==> src/rtl/mmio_uart_pkg.sv <==
// Shared types and constants for the memory-mapped UART transmitter.
// The optional parity state is used only when UART_TX_PARITY_EN is defined.
package mmio_uart_pkg;

  typedef enum logic [2:0] {
    StIdle,
    StStart,
    StData,
    StParity,
    StStop
  } tx_state_e;

  localparam int unsigned ST_FULL  = 0;
  localparam int unsigned ST_EMPTY = 1;
  localparam int unsigned ST_BUSY  = 2;
  localparam int unsigned ST_OVF   = 3;

  localparam logic [31:0] DATA_OFS   = 32'd0;
  localparam logic [31:0] STATUS_OFS = 32'd4;

endpackage

==> src/rtl/uart_tx_fifo.sv <==
// Byte FIFO for the UART transmitter. Pointers carry one extra wrap bit so that
// full and empty fall out of a plain compare.
module uart_tx_fifo #(
  parameter int unsigned Depth = 8
) (
  input  logic       clk,
  input  logic       reset,
  input  logic       push,
  input  logic [7:0] wdata,
  input  logic       pop,
  output logic [7:0] rdata,
  output logic       full,
  output logic       empty
);

  localparam int unsigned AW = $clog2(Depth);

  logic [AW:0] wptr_q, rptr_q;
  logic [7:0]  mem_q [Depth];
  logic        do_push, do_pop;

  assign full    = (wptr_q[AW] != rptr_q[AW]) && (wptr_q[AW-1:0] == rptr_q[AW-1:0]);
  assign empty   = (wptr_q == rptr_q);
  assign do_push = push && !full;
  assign do_pop  = pop && !empty;
  assign rdata   = mem_q[rptr_q[AW-1:0]];

  always_ff @(posedge clk) begin
    if (reset) begin
      wptr_q <= '0;
      rptr_q <= '0;
    end else begin
      if (do_push) wptr_q <= wptr_q + (AW+1)'(1);
      if (do_pop)  rptr_q <= rptr_q + (AW+1)'(1);
    end
  end

  always_ff @(posedge clk) begin
    if (do_push) mem_q[wptr_q[AW-1:0]] <= wdata;
  end

endmodule

==> src/rtl/mmio_uart_tx.sv <==
// Memory-mapped UART transmitter: DATA stores are queued and sent 8N1, or 8E1
// when UART_TX_PARITY_EN is defined. STATUS reports FIFO/line state.
module mmio_uart_tx
  import mmio_uart_pkg::*;
#(
  parameter logic [31:0] BASE_ADDR    = 32'h0000_0400,
  parameter int unsigned CLKS_PER_BIT = 868,
  parameter int unsigned FIFO_DEPTH   = 8
) (
  input  logic        clk,
  input  logic        reset,
  input  logic [31:0] addr,
  input  logic [31:0] write_data,
  input  logic        mem_write,
  input  logic        mem_read,
  output logic [31:0] read_data,
  output logic        sel,
  output logic        tx
);

  localparam int unsigned CW = (CLKS_PER_BIT > 1) ? $clog2(CLKS_PER_BIT) : 1;
  localparam logic [CW-1:0] BaudLast = CW'(CLKS_PER_BIT - 1);

  tx_state_e     state_q, state_d;
  logic [CW-1:0] baud_q, baud_d;
  logic [2:0]    bit_q, bit_d;
  logic [7:0]    shift_q, shift_d;
  logic          tx_q, tx_d;
  logic          ovf_q, ovf_d;
`ifdef UART_TX_PARITY_EN
  logic          parity_q, parity_d;
`endif

  logic        data_hit, status_hit, data_wr, status_wr;
  logic        fifo_full, fifo_empty, pop, busy, baud_last;
  logic [7:0]  fifo_rdata;
  logic [31:0] status;
  logic        unused_wdata;

  assign unused_wdata = ^{write_data[31:8], write_data[7:4], write_data[2:0]};

  assign data_hit   = (addr == BASE_ADDR + DATA_OFS);
  assign status_hit = (addr == BASE_ADDR + STATUS_OFS);
  assign sel        = data_hit || status_hit;
  assign data_wr    = mem_write && data_hit;
  assign status_wr  = mem_write && status_hit;
  assign busy       = (state_q != StIdle);
  assign baud_last  = (baud_q == BaudLast);

  uart_tx_fifo #(
    .Depth (FIFO_DEPTH)
  ) u_fifo (
    .clk   (clk),
    .reset (reset),
    .push  (data_wr),
    .wdata (write_data[7:0]),
    .pop   (pop),
    .rdata (fifo_rdata),
    .full  (fifo_full),
    .empty (fifo_empty)
  );

  always_comb begin
    status           = '0;
    status[ST_FULL]  = fifo_full;
    status[ST_EMPTY] = fifo_empty;
    status[ST_BUSY]  = busy;
    status[ST_OVF]   = ovf_q;
    read_data        = (mem_read && status_hit) ? status : 32'd0;
  end

  // A store that finds the FIFO full is lost even if a pop frees a slot this cycle.
  always_comb begin
    ovf_d = ovf_q;
    if (data_wr && fifo_full)                ovf_d = 1'b1;
    else if (status_wr && write_data[ST_OVF]) ovf_d = 1'b0;
  end

  always_comb begin
    state_d  = state_q;
    baud_d   = baud_q + CW'(1);
    bit_d    = bit_q;
    shift_d  = shift_q;
    pop      = 1'b0;
`ifdef UART_TX_PARITY_EN
    parity_d = parity_q;
`endif
    case (state_q)
      StIdle: begin
        baud_d = '0;
        if (!fifo_empty) begin
          pop      = 1'b1;
          shift_d  = fifo_rdata;
`ifdef UART_TX_PARITY_EN
          parity_d = ^fifo_rdata;
`endif
          state_d  = StStart;
        end
      end
      StStart: begin
        if (baud_last) begin
          baud_d  = '0;
          bit_d   = '0;
          state_d = StData;
        end
      end
      StData: begin
        if (baud_last) begin
          baud_d  = '0;
          shift_d = shift_q >> 1;
          if (bit_q == 3'd7) begin
`ifdef UART_TX_PARITY_EN
            state_d = StParity;
`else
            state_d = StStop;
`endif
          end else begin
            bit_d = bit_q + 3'd1;
          end
        end
      end
`ifdef UART_TX_PARITY_EN
      StParity: begin
        if (baud_last) begin
          baud_d  = '0;
          state_d = StStop;
        end
      end
`endif
      StStop: begin
        if (baud_last) begin
          baud_d = '0;
          // Chain straight into the next start bit so queued frames are contiguous.
          if (!fifo_empty) begin
            pop      = 1'b1;
            shift_d  = fifo_rdata;
`ifdef UART_TX_PARITY_EN
            parity_d = ^fifo_rdata;
`endif
            state_d  = StStart;
          end else begin
            state_d = StIdle;
          end
        end
      end
      default: begin
        baud_d  = '0;
        state_d = StIdle;
      end
    endcase
  end

  // Line level is registered from next-state values to keep tx glitch-free.
  always_comb begin
    tx_d = 1'b1;
    case (state_d)
      StStart:  tx_d = 1'b0;
      StData:   tx_d = shift_d[0];
`ifdef UART_TX_PARITY_EN
      StParity: tx_d = parity_d;
`endif
      default:  tx_d = 1'b1;
    endcase
  end

  always_ff @(posedge clk) begin
    if (reset) begin
      state_q  <= StIdle;
      baud_q   <= '0;
      bit_q    <= '0;
      shift_q  <= '0;
      tx_q     <= 1'b1;
      ovf_q    <= 1'b0;
`ifdef UART_TX_PARITY_EN
      parity_q <= 1'b0;
`endif
    end else begin
      state_q  <= state_d;
      baud_q   <= baud_d;
      bit_q    <= bit_d;
      shift_q  <= shift_d;
      tx_q     <= tx_d;
      ovf_q    <= ovf_d;
`ifdef UART_TX_PARITY_EN
      parity_q <= parity_d;
`endif
    end
  end

  assign tx = tx_q;

endmodule

==> config.mk <==
export PLATFORM = sky130hd
export DESIGN_NAME = mmio_uart_tx
export DESIGN_NICKNAME = d
export VERILOG_FILES = /design/src/rtl/mmio_uart_pkg.sv /design/src/rtl/uart_tx_fifo.sv /design/src/rtl/mmio_uart_tx.sv
export SDC_FILE = /design/constraint.sdc
export NUM_CORES = 1
export LEC_CHECK = 0
export ABC_CLOCK_PERIOD_IN_PS = 3180
export BUFFER_PORTS_ARGS = -buffer_cell sky130_fd_sc_hd__buf_2
export CORE_ASPECT_RATIO = 1.25
export CORE_MARGIN = 8
export CORE_UTILIZATION = 54
export DETAILED_ROUTE_END_ITERATION = 6
export GPL_TIMING_DRIVEN = 0
export PLACE_DENSITY = 0.8
export SYNTH_ARGS = -nofsm -noshare
export SYNTH_HDL_FRONTEND = slang
export SYNTH_SLANG_ARGS = --single-unit
==> constraint.sdc <==
create_clock -name clk -period 3.18 [get_ports clk]
set_input_delay 0.159 -clock clk [delete_from_list [all_inputs] [get_ports clk]]
set_output_delay 0.159 -clock clk [all_outputs]
set_load 0.02 [all_outputs]
==> results.txt, run 1 <==
* TritonCTS clock tree: done
- Power density over the cells: 526.7 nW/um^2
- Net count of the finished layout: 500
- Number of enable-type register cells in the synthesized netlist: 64
- Share of synthesized area occupied by flip-flops and latches: 59.05%
- Cells after synthesis: 339
* CP Launch Point: u_fifo.wptr_q[1]
- Detailed-route via count: 2840
- For flop-to-flop paths, the worst setup slack is 0.61 ns.
* Area share of the largest cell type after synthesis: 42.62%
* Period Utilization, post-route: 80.78%
- After synthesis, the share of flip-flops with an asynchronous set or reset is 0%.
- The die covers 11550 sq um.
* Post-Synthesis Mean Instance Area: 13.30 sq um
- Initial standard-cell utilization of the core: 55.03%
- Primary flip-flop cell chosen by synthesis mapping: sky130_fd_sc_hd__edfxtp_1
* Routed WL: 8.823 mm
- First-pass GRT wire length: 14.26 mm
- The worst setup path is launched from a register.
* Vias in the first global route: 2846
- Clk sinks: 101
- Of the cells placed in the final design, the portion with a size suffix greater than 1 is 29.86%.
- Residual DRC count: 0
- The number of different library cells used by synthesis comes to 50.
- Number of failing hold endpoints at the final stage: 0
- Port buffering added 49 buffers.
- Commonest cells after routing, fill and taps aside: sky130_fd_sc_hd__edfxtp_1, sky130_fd_sc_hd__buf_2, sky130_fd_sc_hd__nor2_1, sky130_fd_sc_hd__dfxtp_1, sky130_fd_sc_hd__buf_4
- Clock input transition at the sequential cells of the worst setup and hold paths: 0.11 ns
* Crit path max fanout: 8
* Cells taking the most area after synthesis: sky130_fd_sc_hd__edfxtp_1, sky130_fd_sc_hd__dfxtp_1, sky130_fd_sc_hd__mux4_2
- For the worst-skew pair, the clock arrives at the later sink with an insertion delay of 0.36 ns.
* Final count of pins violating max slew: 0
* Class of the most critical setup path: register to register
* H-tree levels: 3
- The die is 97.74 um wide.
* Share of power burned in registers: 53.3%
- For this run, the number of Yosys warnings is 0.
- Via/cell ratio: 5.369
* Pin count of the biggest net entering global routing: 20
- Top achievable clock speed: 389.3 MHz
- The flow ran to the end, and the final reports show no timing, DRC or antenna violations.
* Register bit total from synthesis: 101
- Measured against its own limit, the worst slew margin works out to 38.08%.
* Worst EP arrival: 2.55 ns
- Final sum of negative setup slack: 0 ns
* Boundary pin count: 102
* Number of antenna repair diodes: 0
* Kind of capture point of the worst setup path: register
- Setup Buffers After CTS: 0
* Post-route worst hold slack: 0.05770 ns
- Cell chosen for the clock root: sky130_fd_sc_hd__clkbuf_8
- Portion of total power attributed to the clock network: 31.4%
* CTS Buffer Depth: 2
- Final clock skew: 0.01518 ns
* Hold buffer count at CTS: 0
- Internal cell power: 2.020 mW
- The wire-length estimate of the detail-placed layout is 6.305 mm.
- The first detailed-routing pass ran for 4 iterations.
- Register-to-Register Path Depth: 6
- Area added between synthesis and finish: 15.51%
- Setup violations remaining at the end of the flow were counted as 0.
- In this run the core area contains 37 standard-cell rows.
- Setup repair after global routing left no endpoint under its margin.
* Average routed wire per standard cell: 16.68 um
- Antenna violations before repair: 0
* Static leakage power: 1.941 nW
- VDD sags by at most 370.7 uV.
- CTS resizes: 0
* Chip height: 118.2 um
- Tightest Pin Transition: 0.9254 ns
- For the finished layout, the period the worst path requires is 2.569 ns.
- In this run the critical register-to-register path is launched from u_fifo.wptr_q[1].
- Hold/Removal Path Class: primary input to register
* Max-cap check violation count: 0
* 1st-iter DRT viols: 149
* Most frequent standard cell in the layout excluding fill and tap cells: sky130_fd_sc_hd__edfxtp_1
- The floorplan step defined a core boundary enclosing 8194 sq um.
* Cts bufs inserted: 9
- Antenna-violating nets left: 0
* Cell taking the most area after synthesis: sky130_fd_sc_hd__edfxtp_1
- Of the total power, the share spent switching nets is 26.36%.
- Req. time, crit path: 3.16 ns
- In this run the power spent charging and discharging nets is 0.7231 mW.
- Cell area after synthesis: 4509 sq um
* Reg-to-reg endpoint: u_fifo.mem_q[5][1]
- Gr usage total: 15.53%
* Total overflow reported by the global router: 0
- Combinational group share of total power: 15.3%
- At the end of routability-driven placement, the weighted congestion stood at 0.7980.
- Following the worst setup path forward leads to its endpoint at u_fifo.mem_q[5][1].
-- worst max-delay path, stage by stage (launching register included) --
cell	delay (ns)
sky130_fd_sc_hd__dfxtp_1	0.48
sky130_fd_sc_hd__xnor2_1	0.19
sky130_fd_sc_hd__a41oi_2	0.24
sky130_fd_sc_hd__and4_1	0.23
sky130_fd_sc_hd__clkbuf_1	0.19
sky130_fd_sc_hd__nand2_1	0.13
sky130_fd_sc_hd__nor2_1	0.72
-- worst min path at each step --
stage             startpoint                 end  slack (ns)  depth (start not counted)
5_1_grt        write_data[4]  u_fifo.mem_q[0][4]        0.06                          1
3_5_place_dp   write_data[2]  u_fifo.mem_q[3][2]        0.42                          1
2_1_floorplan  write_data[0]  u_fifo.mem_q[0][0]        0.26                          0
3_3_place_gp   write_data[2]  u_fifo.mem_q[1][2]        0.42                          1
4_1_cts        write_data[4]  u_fifo.mem_q[0][4]        0.05                          1
6_report       write_data[4]  u_fifo.mem_q[0][4]        0.06                          1
-- registers in the layout, summed over array words and instances, names as in the netlist, named ones only --
signal / cells
u_fifo.rptr_q: 4
u_fifo.mem_q: 64
u_fifo.wptr_q: 4
tx: 1
bit_q: 3
shift_q: 8
baud_q: 10
ovf_q: 1
state_q: 3
-- Yosys cell counts, types with 2 or more instances --
cell,n
sky130_fd_sc_hd__buf_4,29
sky130_fd_sc_hd__xor2_1,7
sky130_fd_sc_hd__clkbuf_1,7
sky130_fd_sc_hd__ha_1,5
sky130_fd_sc_hd__nand3_1,10
sky130_fd_sc_hd__and3_1,6
sky130_fd_sc_hd__nor3_1,7
sky130_fd_sc_hd__nand4b_1,2
sky130_fd_sc_hd__and4_1,4
sky130_fd_sc_hd__buf_2,5
sky130_fd_sc_hd__o21ai_0,3
sky130_fd_sc_hd__nor2_1,37
sky130_fd_sc_hd__nor4_1,7
sky130_fd_sc_hd__nor3b_1,2
sky130_fd_sc_hd__inv_1,5
sky130_fd_sc_hd__mux2i_1,9
sky130_fd_sc_hd__a221o_1,6
sky130_fd_sc_hd__nand2_1,12
sky130_fd_sc_hd__dfxtp_1,37
sky130_fd_sc_hd__a21oi_1,9
sky130_fd_sc_hd__a41oi_2,2
sky130_fd_sc_hd__xnor2_1,12
sky130_fd_sc_hd__edfxtp_1,64
sky130_fd_sc_hd__mux4_2,16
sky130_fd_sc_hd__nand4_1,3
sky130_fd_sc_hd__and2_1,5
sky130_fd_sc_hd__or3_1,5
-- power groups by stage --
| stage | combinational (mW) | clock, mW | sequential [mW] |
|---|---|---|---|
| global placement | 0.405 | 0 | 1.49 |
| finish | 0.419 | 0.863 | 1.46 |
| global route | 0.463 | 0.922 | 1.47 |
| CTS | 0.421 | 0.875 | 1.46 |
| floorplan | 0.318 | 0 | 1.49 |
| detailed placement | 0.419 | 0 | 1.49 |
-- cells by family (layout without fill, tap and decap cells) --
kind of cell,Yosys count,after routing,synth area share (%)
compound gates,30,30,5.300
xor+xnor,19,19,3.690
fa+ha+maj,5,5,1.387
buf+inv,47,113,6.465
flops,101,101,59.05
mux,26,26,10.24
other cells,1,28,0.08316
simple gates,110,110,13.79
-- metal layers --
metal / routed length, um / track usage [%] / vias to the layer above
li1: - / - / 1393
met1: 3516 / 16.50 / 1353
met2: 4663 / 28.64 / 72
met3: 444 / 3.876 / 22
met4: 199 / 6.061 / 0
met5: 0 / 0 / -
-- stage by stage --
stage | worst slack (ns) | cells | power, mW | instance area [sq um] | utilization [%]
after detailed placement | 0.1896 | 512 | 1.910 | 4982 | 60.80
after global routing | 0.3752 | 529 | 2.852 | 5209 | 63.57
final | 0.6113 | 529 | 2.743 | 5209 | 63.57
after floorplan | 0.8877 | 366 | 1.807 | 4611 | -
after CTS | 0.1667 | 528 | 2.757 | 5196 | 63.41
after global placement | 0.2644 | 512 | 1.895 | 4977 | 60.74
-- area by class of cell --
class | instances | area (sq um)
Sequential cell | 101 | 2663
Fill cell | 626 | 2985
Buffer | 41 | 269.0
Clock buffer | 9 | 123.9
Timing Repair Buffer | 50 | 252.7
Inverter | 6 | 22.52
Clock inverter | 7 | 90.09
Tap cell | 97 | 121.4
Multi-Input combinational cell | 218 | 1667
(Power assumes the default switching activity.)
==> run 2, diff against run 1 <==
--- a/config.mk
+++ b/config.mk
@@ -5,14 +5,14 @@
 export SDC_FILE = /design/constraint.sdc
 export NUM_CORES = 1
 export LEC_CHECK = 0
-export ABC_CLOCK_PERIOD_IN_PS = 3180
+export ABC_CLOCK_PERIOD_IN_PS = 2100
 export BUFFER_PORTS_ARGS = -buffer_cell sky130_fd_sc_hd__buf_2
 export CORE_ASPECT_RATIO = 1.25
 export CORE_MARGIN = 8
-export CORE_UTILIZATION = 54
+export CORE_UTILIZATION = 49
 export DETAILED_ROUTE_END_ITERATION = 6
 export GPL_TIMING_DRIVEN = 0
-export PLACE_DENSITY = 0.8
+export PLACE_DENSITY = 0.76
 export SYNTH_ARGS = -nofsm -noshare
 export SYNTH_HDL_FRONTEND = slang
 export SYNTH_SLANG_ARGS = --single-unit
==> constraint.sdc (replaced) <==
create_clock -name clk -period 2.1 [get_ports clk]
set_input_delay 0.105 -clock clk [delete_from_list [all_inputs] [get_ports clk]]
set_output_delay 0.105 -clock clk [all_outputs]
set_load 0.02 [all_outputs]
==> run 2 against run 1 <==
Against the previous run: count of clock-buffer cells in the layout unchanged; utilization down 2.7 points; sequential share of layout area down 2.6 points; highest routed layer unchanged.
==> results.txt, run 2 (synthesized netlist as in run 1, its figures left out) <==
* Outcome: finished clean
- The via count of the first global-routing pass was 2996.
- Along the worst path, the maximum fanout reaches 9.
* Gr usage total: 15.41%
- At the end of the flow, the number of nets in the layout was 504.
* Cell chosen for the clock root: sky130_fd_sc_hd__clkbuf_16
* Cell row count: 39
- Share of final-layout standard cells stronger than drive strength 1: 34.17%
- GPL Wtd Cong: 0.8579
- The worst path needs 2.014 ns of the cycle, external delays included.
- From synthesis to final layout, the design area changed by 21.84%.
- The worst hold path belongs to the class primary input to register.
- Once routing completed, OpenROAD measured the worst setup slack at 0.08609 ns.
- The register with the most flip-flops in the layout has 64 of them.
- Critical Path Slowest Stage Cell: sky130_fd_sc_hd__and4_4
- Pin count of the biggest net entering global routing: 19
* Clk sinks: 101
- TritonCTS built the clock tree.
- The core region is 9027 sq um.
* Max-cap check violation count: 0
- Setup-failing EPs final: 0
* First-pass iteration count of the detailed router: 4
* Slowest Stage Delay on Critical Path: 0.31 ns
- CP cell instances: buf_4 -> xnor2_1 -> a41oi_2 -> and4_4 -> nand2_2 -> nor3_4 -> buf_12
* Tightest Pin Transition: 0.5920 ns
- Using the TritonRoute via totals, the vias-per-cell ratio works out to 5.218.
- Number of port buffers: 49
* CTS Buffer Depth: 2
- H-tree levels: 3
- By startpoint and endpoint, the worst setup path is classified as register to register.
- Startpoint type of the worst setup path: register
* Final core utilization: 60.86%
- The number of antenna violations at the first check in global routing was 0.
* Clock input transition at the sequential cells of the worst setup and hold paths: 0.07 ns
- In this run, placement finished with an instance count of 538.
* Cell area after placement: 5025 sq um
- Setup repair after global routing left no endpoint under its margin.
- Summing internal, switching and leakage power gives 4.440 mW.
* Number of failing hold endpoints at the final stage: 0
* Final sum of negative setup slack: 0 ns
- Dividing the final minimum period by the clock period gives 95.90%.
- Dividing total power by cell area gives a power density of 808.2 nW/um^2.
- Post-route worst hold slack: 0.02612 ns
- Worst IR Drop VDD: 773.3 uV
* Top achievable clock speed: 496.5 MHz
- For this run, design rule violations remaining after detail routing come to 0.
* Area of the die: 12550 sq um
* Fin area: 5494 sq um
- Summed over all cells, the static leakage comes to 2.023 nW.
* Final count of pins violating max slew: 0
- The number of antenna diodes in the final layout is 0.
- Most frequent standard cell in the layout excluding fill and tap cells: sky130_fd_sc_hd__edfxtp_1
* Detailed-route via count: 2917
* Initial standard-cell utilization of the core: 49.95%
* Antenna-violating nets left: 0
- 1st-iter DRT viols: 121
- HPWL reported at the end of detailed placement: 6.592 mm
- Boundary pin count: 102
* Final clock skew: 0.006734 ns
- First-pass GRT wire length: 14.84 mm
- Average routed wire per standard cell: 16.65 um
- Kind of capture point of the worst setup path: register
- Number of standard cells in the final layout excluding fillers: 559
* Total overflow reported by the global router: 0
- Chip height: 123.3 um
- For the worst-skew pair, the clock arrives at the later sink with an insertion delay of 0.34 ns.
- After detailed routing, the total wire length is 9.306 mm.
- Worst EP arrival: 2.07 ns
- Commonest cells after routing, fill and taps aside: sky130_fd_sc_hd__edfxtp_1, sky130_fd_sc_hd__buf_2, sky130_fd_sc_hd__dfxtp_1
- Req. time, crit path: 2.15 ns
- In this run the tightest slew margin relative to its limit is 60.40%.
* Cts bufs inserted: 9
- In this run the horizontal extent of the chip is 101.8 um.
- Post-placement setup slack: -0.5433 ns
[run 2: routing by layer]
layer | track usage, % | wire (um) | share of wire [%] | up-vias
met5 | 0 | 0 | 0 | -
li1 | - | - | - | 1401
met1 | 17.33 | 3724 | 40 | 1429
met3 | 3.606 | 549 | 5.9 | 14
met2 | 27.86 | 4902 | 53 | 73
met4 | 5.135 | 129 | 1.4 | 0
[run 2: final cells by class]
cell class	count	area, sq um
fill	672	3533
sequential	101	2665
multi-input combinational	218	1758
timing repair buffer	55	340.3
buffer	40	271.5
clock buffer	9	225.2
tap	123	153.9
clock inverter	7	57.56
inverter	6	22.52
[run 2: worst paths after layout]
path                                  startpoint                  to  slack (ns)  cells after the start
worst max-delay path            u_fifo.wptr_q[2]  u_fifo.mem_q[1][3]        0.09                      7
worst min-delay path               write_data[4]  u_fifo.mem_q[4][4]        0.03                      1
worst max register to register  u_fifo.wptr_q[2]  u_fifo.mem_q[1][3]        0.09                      7
worst min register to register          bit_q[1]            bit_q[1]        0.46                      2
[run 2: critical path: cells and delay by family, from the launching register on]
kind / cells / cell delay (ns)
buffers and inverters: 2 / 0.33
AOI/OAI and AO/OA: 1 / 0.25
xor gates and xnor gates: 1 / 0.17
DFF: 1 / 0.30
and+or+nand+nor: 3 / 0.67
[run 2: repair_timing]
| item | in CTS | in global routing |
|---|---|---|
| setup endpoints to repair | 70 | 72 |
| hold buffers | 0 | 0 |
| buffers inserted | 4 | 2 |
| pin swaps | 4 | 2 |
| gates resized for setup | 19 | 8 |
[run 2: power breakdown]
group | internal [mW] | switching, mW | leakage (nW) | total, mW
clock network | 0.822 | 0.745 | 0.140 | 1.57
logic | 0.315 | 0.340 | 1.01 | 0.655
registers | 2.17 | 0.0462 | 0.874 | 2.22
==> run 3, diff against run 2 <==
--- a/config.mk
+++ b/config.mk
@@ -5,14 +5,16 @@
 export SDC_FILE = /design/constraint.sdc
 export NUM_CORES = 1
 export LEC_CHECK = 0
+export ABC_AREA = 1
 export ABC_CLOCK_PERIOD_IN_PS = 2100
 export BUFFER_PORTS_ARGS = -buffer_cell sky130_fd_sc_hd__buf_2
 export CORE_ASPECT_RATIO = 1.25
 export CORE_MARGIN = 8
-export CORE_UTILIZATION = 49
+export CORE_UTILIZATION = 51
+export CTS_BUF_LIST = sky130_fd_sc_hd__clkbuf_4 sky130_fd_sc_hd__clkbuf_8
 export DETAILED_ROUTE_END_ITERATION = 6
 export GPL_TIMING_DRIVEN = 0
-export PLACE_DENSITY = 0.76
+export PLACE_DENSITY = 0.78
 export SYNTH_ARGS = -nofsm -noshare
 export SYNTH_HDL_FRONTEND = slang
 export SYNTH_SLANG_ARGS = --single-unit
==> run 3 against run 2 <==
Against the previous run: the run now ends with negative setup slack left; die area grew 4.9%; highest routed layer unchanged; maximum frequency is 7.5% lower; count of clock-buffer cells in the layout unchanged; critical endpoint is now u_fifo.mem_q[7][1]; via count up 38%; critical path depth is 1 lower; sequential share of layout area down 2.1 points; critical path type unchanged.
==> results.txt, run 3 <==
* Share of final-layout standard cells stronger than drive strength 1: 22.56%
* Worst path top cell family by delay: simple AND/OR/NAND/NOR gates
- Floorplan core area: 9559 sq um
- The worst hold path belongs to the class primary input to register.
* Pin count of the biggest net entering global routing: 18
- Cells taking the most area after synthesis: sky130_fd_sc_hd__edfxtp_1, sky130_fd_sc_hd__dfxtp_1, sky130_fd_sc_hd__nand2_1
* Outcome: finished with violations
- Worst IR Drop VDD: 568.6 uV
- Post-Synthesis Mean Instance Area: 8.834 sq um
- After detailed placement, the total cell area comes to 5479 sq um.
- Setup-failing EPs final: 40
- Startpoint of the lowest-slack hold path: write_data[4]
- Counting distinct cell types in the post-synthesis netlist gives 33.
- Most instantiated cells after synthesis: sky130_fd_sc_hd__nand2_1, sky130_fd_sc_hd__nand3_1, sky130_fd_sc_hd__edfxtp_1
- In the final design database the tool counted 724 nets.
- The H-tree generated during clock tree synthesis spans 3 levels.
* Req. time, crit path: 2.09 ns
- The library cells used most frequently in the layout, excluding fill and tap cells, are sky130_fd_sc_hd__nand2_1, sky130_fd_sc_hd__nand3_1, sky130_fd_sc_hd__edfxtp_1.
- Net switching is 35.07% of the power.
- Number of enable-type register cells in the synthesized netlist: 64
* Share of power burned in registers: 42.9%
* Antenna violations before repair: 0
- The die is 104.3 um wide.
- Top achievable clock speed: 459.3 MHz
* Area added between synthesis and finish: 15.65%
- Clock tree synthesis selected as its root buffer the cell sky130_fd_sc_hd__clkbuf_8.
- Worst EP arrival: 2.17 ns
- Chip height: 126.3 um
- CTS Buffer Depth: 2
- 0 antenna diodes ended up in the layout.
* Final sum of negative setup slack: -1.270 ns
- Period Utilization, post-route: 103.7%
* Slew headroom: 40.18%
- For this block, the via count after detailed routing is 4028.
- Total of warnings raised by yosys: 0
- The final-report hold violation count is 0.
* Hold Path Cell Cnt: 1
- For this run, design rule violations remaining after detail routing come to 0.
- Summed over all layers, the routed wires come to 11.20 mm.
- Startpoint type of the worst setup path: register
- At the pin with the least slew margin, the transition time is 0.8925 ns.
- Violations in the final reports: negative setup slack
- Gr usage total: 16.83%
- In the routed layout, each cell is associated on average with a via count of 5.151.
- At the end of the flow the core is filled with cells to 60.07%.
- Boundary pin count: 102
- In this run the remaining antenna-violating nets after routing total 0.
- Slowest Stage Delay on Critical Path: 0.61 ns
* Register Area: 2664 sq um
* Total power after layout: 5.365 mW
* Critical path buffer and inverter count: 0
- Routability-driven placement finished with a final weighted congestion of 0.8826.
* Final clock skew: 0.01131 ns
- In this run the cell area of the synthesized design comes to 4965 sq um.
- Counting flops with an async set or reset pin after synthesis yields a share of 0%.
- Initial standard-cell utilization of the core: 51.94%
* Critical Path Slowest Stage Cell: sky130_fd_sc_hd__nor2_2
- The endpoint identified for the worst register-to-register timing path is u_fifo.mem_q[7][1].
* Max-cap check violation count: 0
- Crit path max fanout: 8
- Clk Latency, worst-skew pair: 0.35 ns
* Share of synthesized area occupied by flip-flops and latches: 53.63%
- Final count of pins violating max slew: 0
- Flip-flop count of the largest register after layout: 64
- The cell count after synthesis came out at 562.
- Unrepaired setup endpoints after global routing: yes
- The setup check on the worst reg-to-reg path leaves a slack of -0.08 ns.
- Final critical delay including setup and external delays: 2.177 ns
* Filler cells: 791
* Total overflow reported by the global router: 0
* Cell row count: 40
* Leading cell type by number of instances after synthesis: sky130_fd_sc_hd__nand2_1
* Combinational group share of total power: 31.9%
- Buffers inserted during clock tree synthesis total 9.
* HPWL reported at the end of detailed placement: 7.987 mm
- Internal power comes to 3.483 mW.
- After synthesis, the largest area contributor takes up 38.71% of total cell area.
- CP cell instances: nand2_1 -> nand2_2 -> nor2_4 -> nand3b_4 -> nand4_1 -> nor2_2
- The worst register-to-register path begins at u_fifo.wptr_q[0].
- Portion of total power attributed to the clock network: 25.2%
* Most frequent standard cell in the layout excluding fill and tap cells: sky130_fd_sc_hd__nand2_1
* Register bit total from synthesis: 101
* Number of standard cells in the final layout excluding fillers: 782
- STA classifies the critical path endpoint as a register.
* Static leakage power: 2.396 nW
* Vias in the first global route: 3828
- Placed Instances: 765
- Primary flip-flop cell chosen by synthesis mapping: sky130_fd_sc_hd__edfxtp_1
- TritonCTS clock tree: done
- Measured in cells, the most critical reg-to-reg path has a length of 6.
- Total area of multi-input combinational cells: 1968 sq um
* First-pass iteration count of the detailed router: 5
* First-pass GRT wire length: 18.00 mm
* Final critical-path setup slack: -0.07746 ns
- Average routed wire per standard cell: 14.33 um
* Power density over the cells: 934.3 nW/um^2
- Area of the die: 13170 sq um
- The clock net in this run drives a total of 101 sinks.
- For hold timing, the worst endpoint is u_fifo.mem_q[1][4].
* 1st-iter DRT viols: 269
* Net switching component of the power: 1.881 mW
* Cell taking the most area after synthesis: sky130_fd_sc_hd__edfxtp_1
* Clock input transition at the sequential cells of the worst setup and hold paths: 0.10 ns
- The finished cells cover 5742 sq um.
* Class of the most critical setup path: register to register
* Number of port buffers: 49
## run 3: changes by cell type after synthesis, sizes merged, moves of 7 or more
cell | previous run | this run
nand3 | 11 | 73
xnor2 | 12 | 0
nor2 | 37 | 50
o21ai | 3 | 13
mux2i | 9 | 0
inv | 6 | 50
nand2 | 12 | 154
o211ai | 0 | 7
mux4 | 16 | 0
nor4 | 7 | 0
a21oi | 9 | 31
## run 3: metal layers
metal	vias up	routed length [um]	GRT usage, %
met5	-	0	0
met4	0	316	8.967
met3	27	693	3.394
met2	139	5753	29.43
met1	1863	4440	18.96
li1	1999	-	-
## run 3: worst reg2reg max path, delay by kind of cell (launching register included)
kind / cells / cell delay [ns]
DFF: 1 / 0.48
and+or+nand+nor: 6 / 1.33
## run 3: cells by family (layout without fill, tap and decap cells)
logic type	after synthesis	after routing	synth area share [%]
AO/OA/AOI/OAI	51	51	6.326
XOR/XNOR	5	5	0.8820
adder cells (fa/ha/maj)	5	5	1.260
buffers and inverters	92	159	9.476
flip-flops	101	101	53.63
other	1	28	0.07553
AND/OR/NAND/NOR	307	307	28.35
## run 3: area by class of cell
class	instances	area share, %
timing repair buffer	51	4.533
inverter	51	3.334
clock inverter	7	1.700
tap	126	2.746
sequential	101	46.39
multi-input combinational	396	34.28
buffer	41	4.859
clock buffer	9	2.157
## run 3: stage by stage
step           hold slack, ns  setup WS [ns]
3_3_place_gp           0.3642        -0.5834
5_1_grt              0.002429        -0.1314
2_1_floorplan          0.1741         0.2361
6_report              0.01461       -0.07746
4_1_cts             0.0001823       -0.03041
3_5_place_dp           0.3756        -0.5578
## run 3: worst max path at each step
stage / startpoint / endpoint / slack, ns / cells past startpoint
6_report: u_fifo.wptr_q[0] / u_fifo.mem_q[7][1] / -0.08 / 6
5_1_grt: u_fifo.wptr_q[1] / u_fifo.mem_q[4][5] / -0.13 / 7
4_1_cts: u_fifo.wptr_q[0] / u_fifo.mem_q[2][2] / -0.03 / 6
3_5_place_dp: addr[3] / u_fifo.mem_q[4][0] / -0.56 / 7
3_3_place_gp: addr[3] / u_fifo.mem_q[2][2] / -0.58 / 7
2_1_floorplan: u_fifo.wptr_q[0] / u_fifo.mem_q[6][0] / 0.24 / 6
## run 3: what timing repair did
item                       in CTS  in global routing
buffers inserted                0                  0
resized for setup               9                  0
pin swaps                       0                  0
setup endpoints to repair      61                 48
hold buffers                    1                  0
hold endpoints to repair        4                  0
## run 3: power groups by stage
stage	clock [mW]	combinational, mW	sequential [mW]
after global routing	1.45	1.90	2.32
final	1.35	1.71	2.30
after detailed placement	0	1.69	2.34
after CTS	1.36	1.70	2.30
after floorplan	0	1.27	2.34
after global placement	0	1.66	2.34
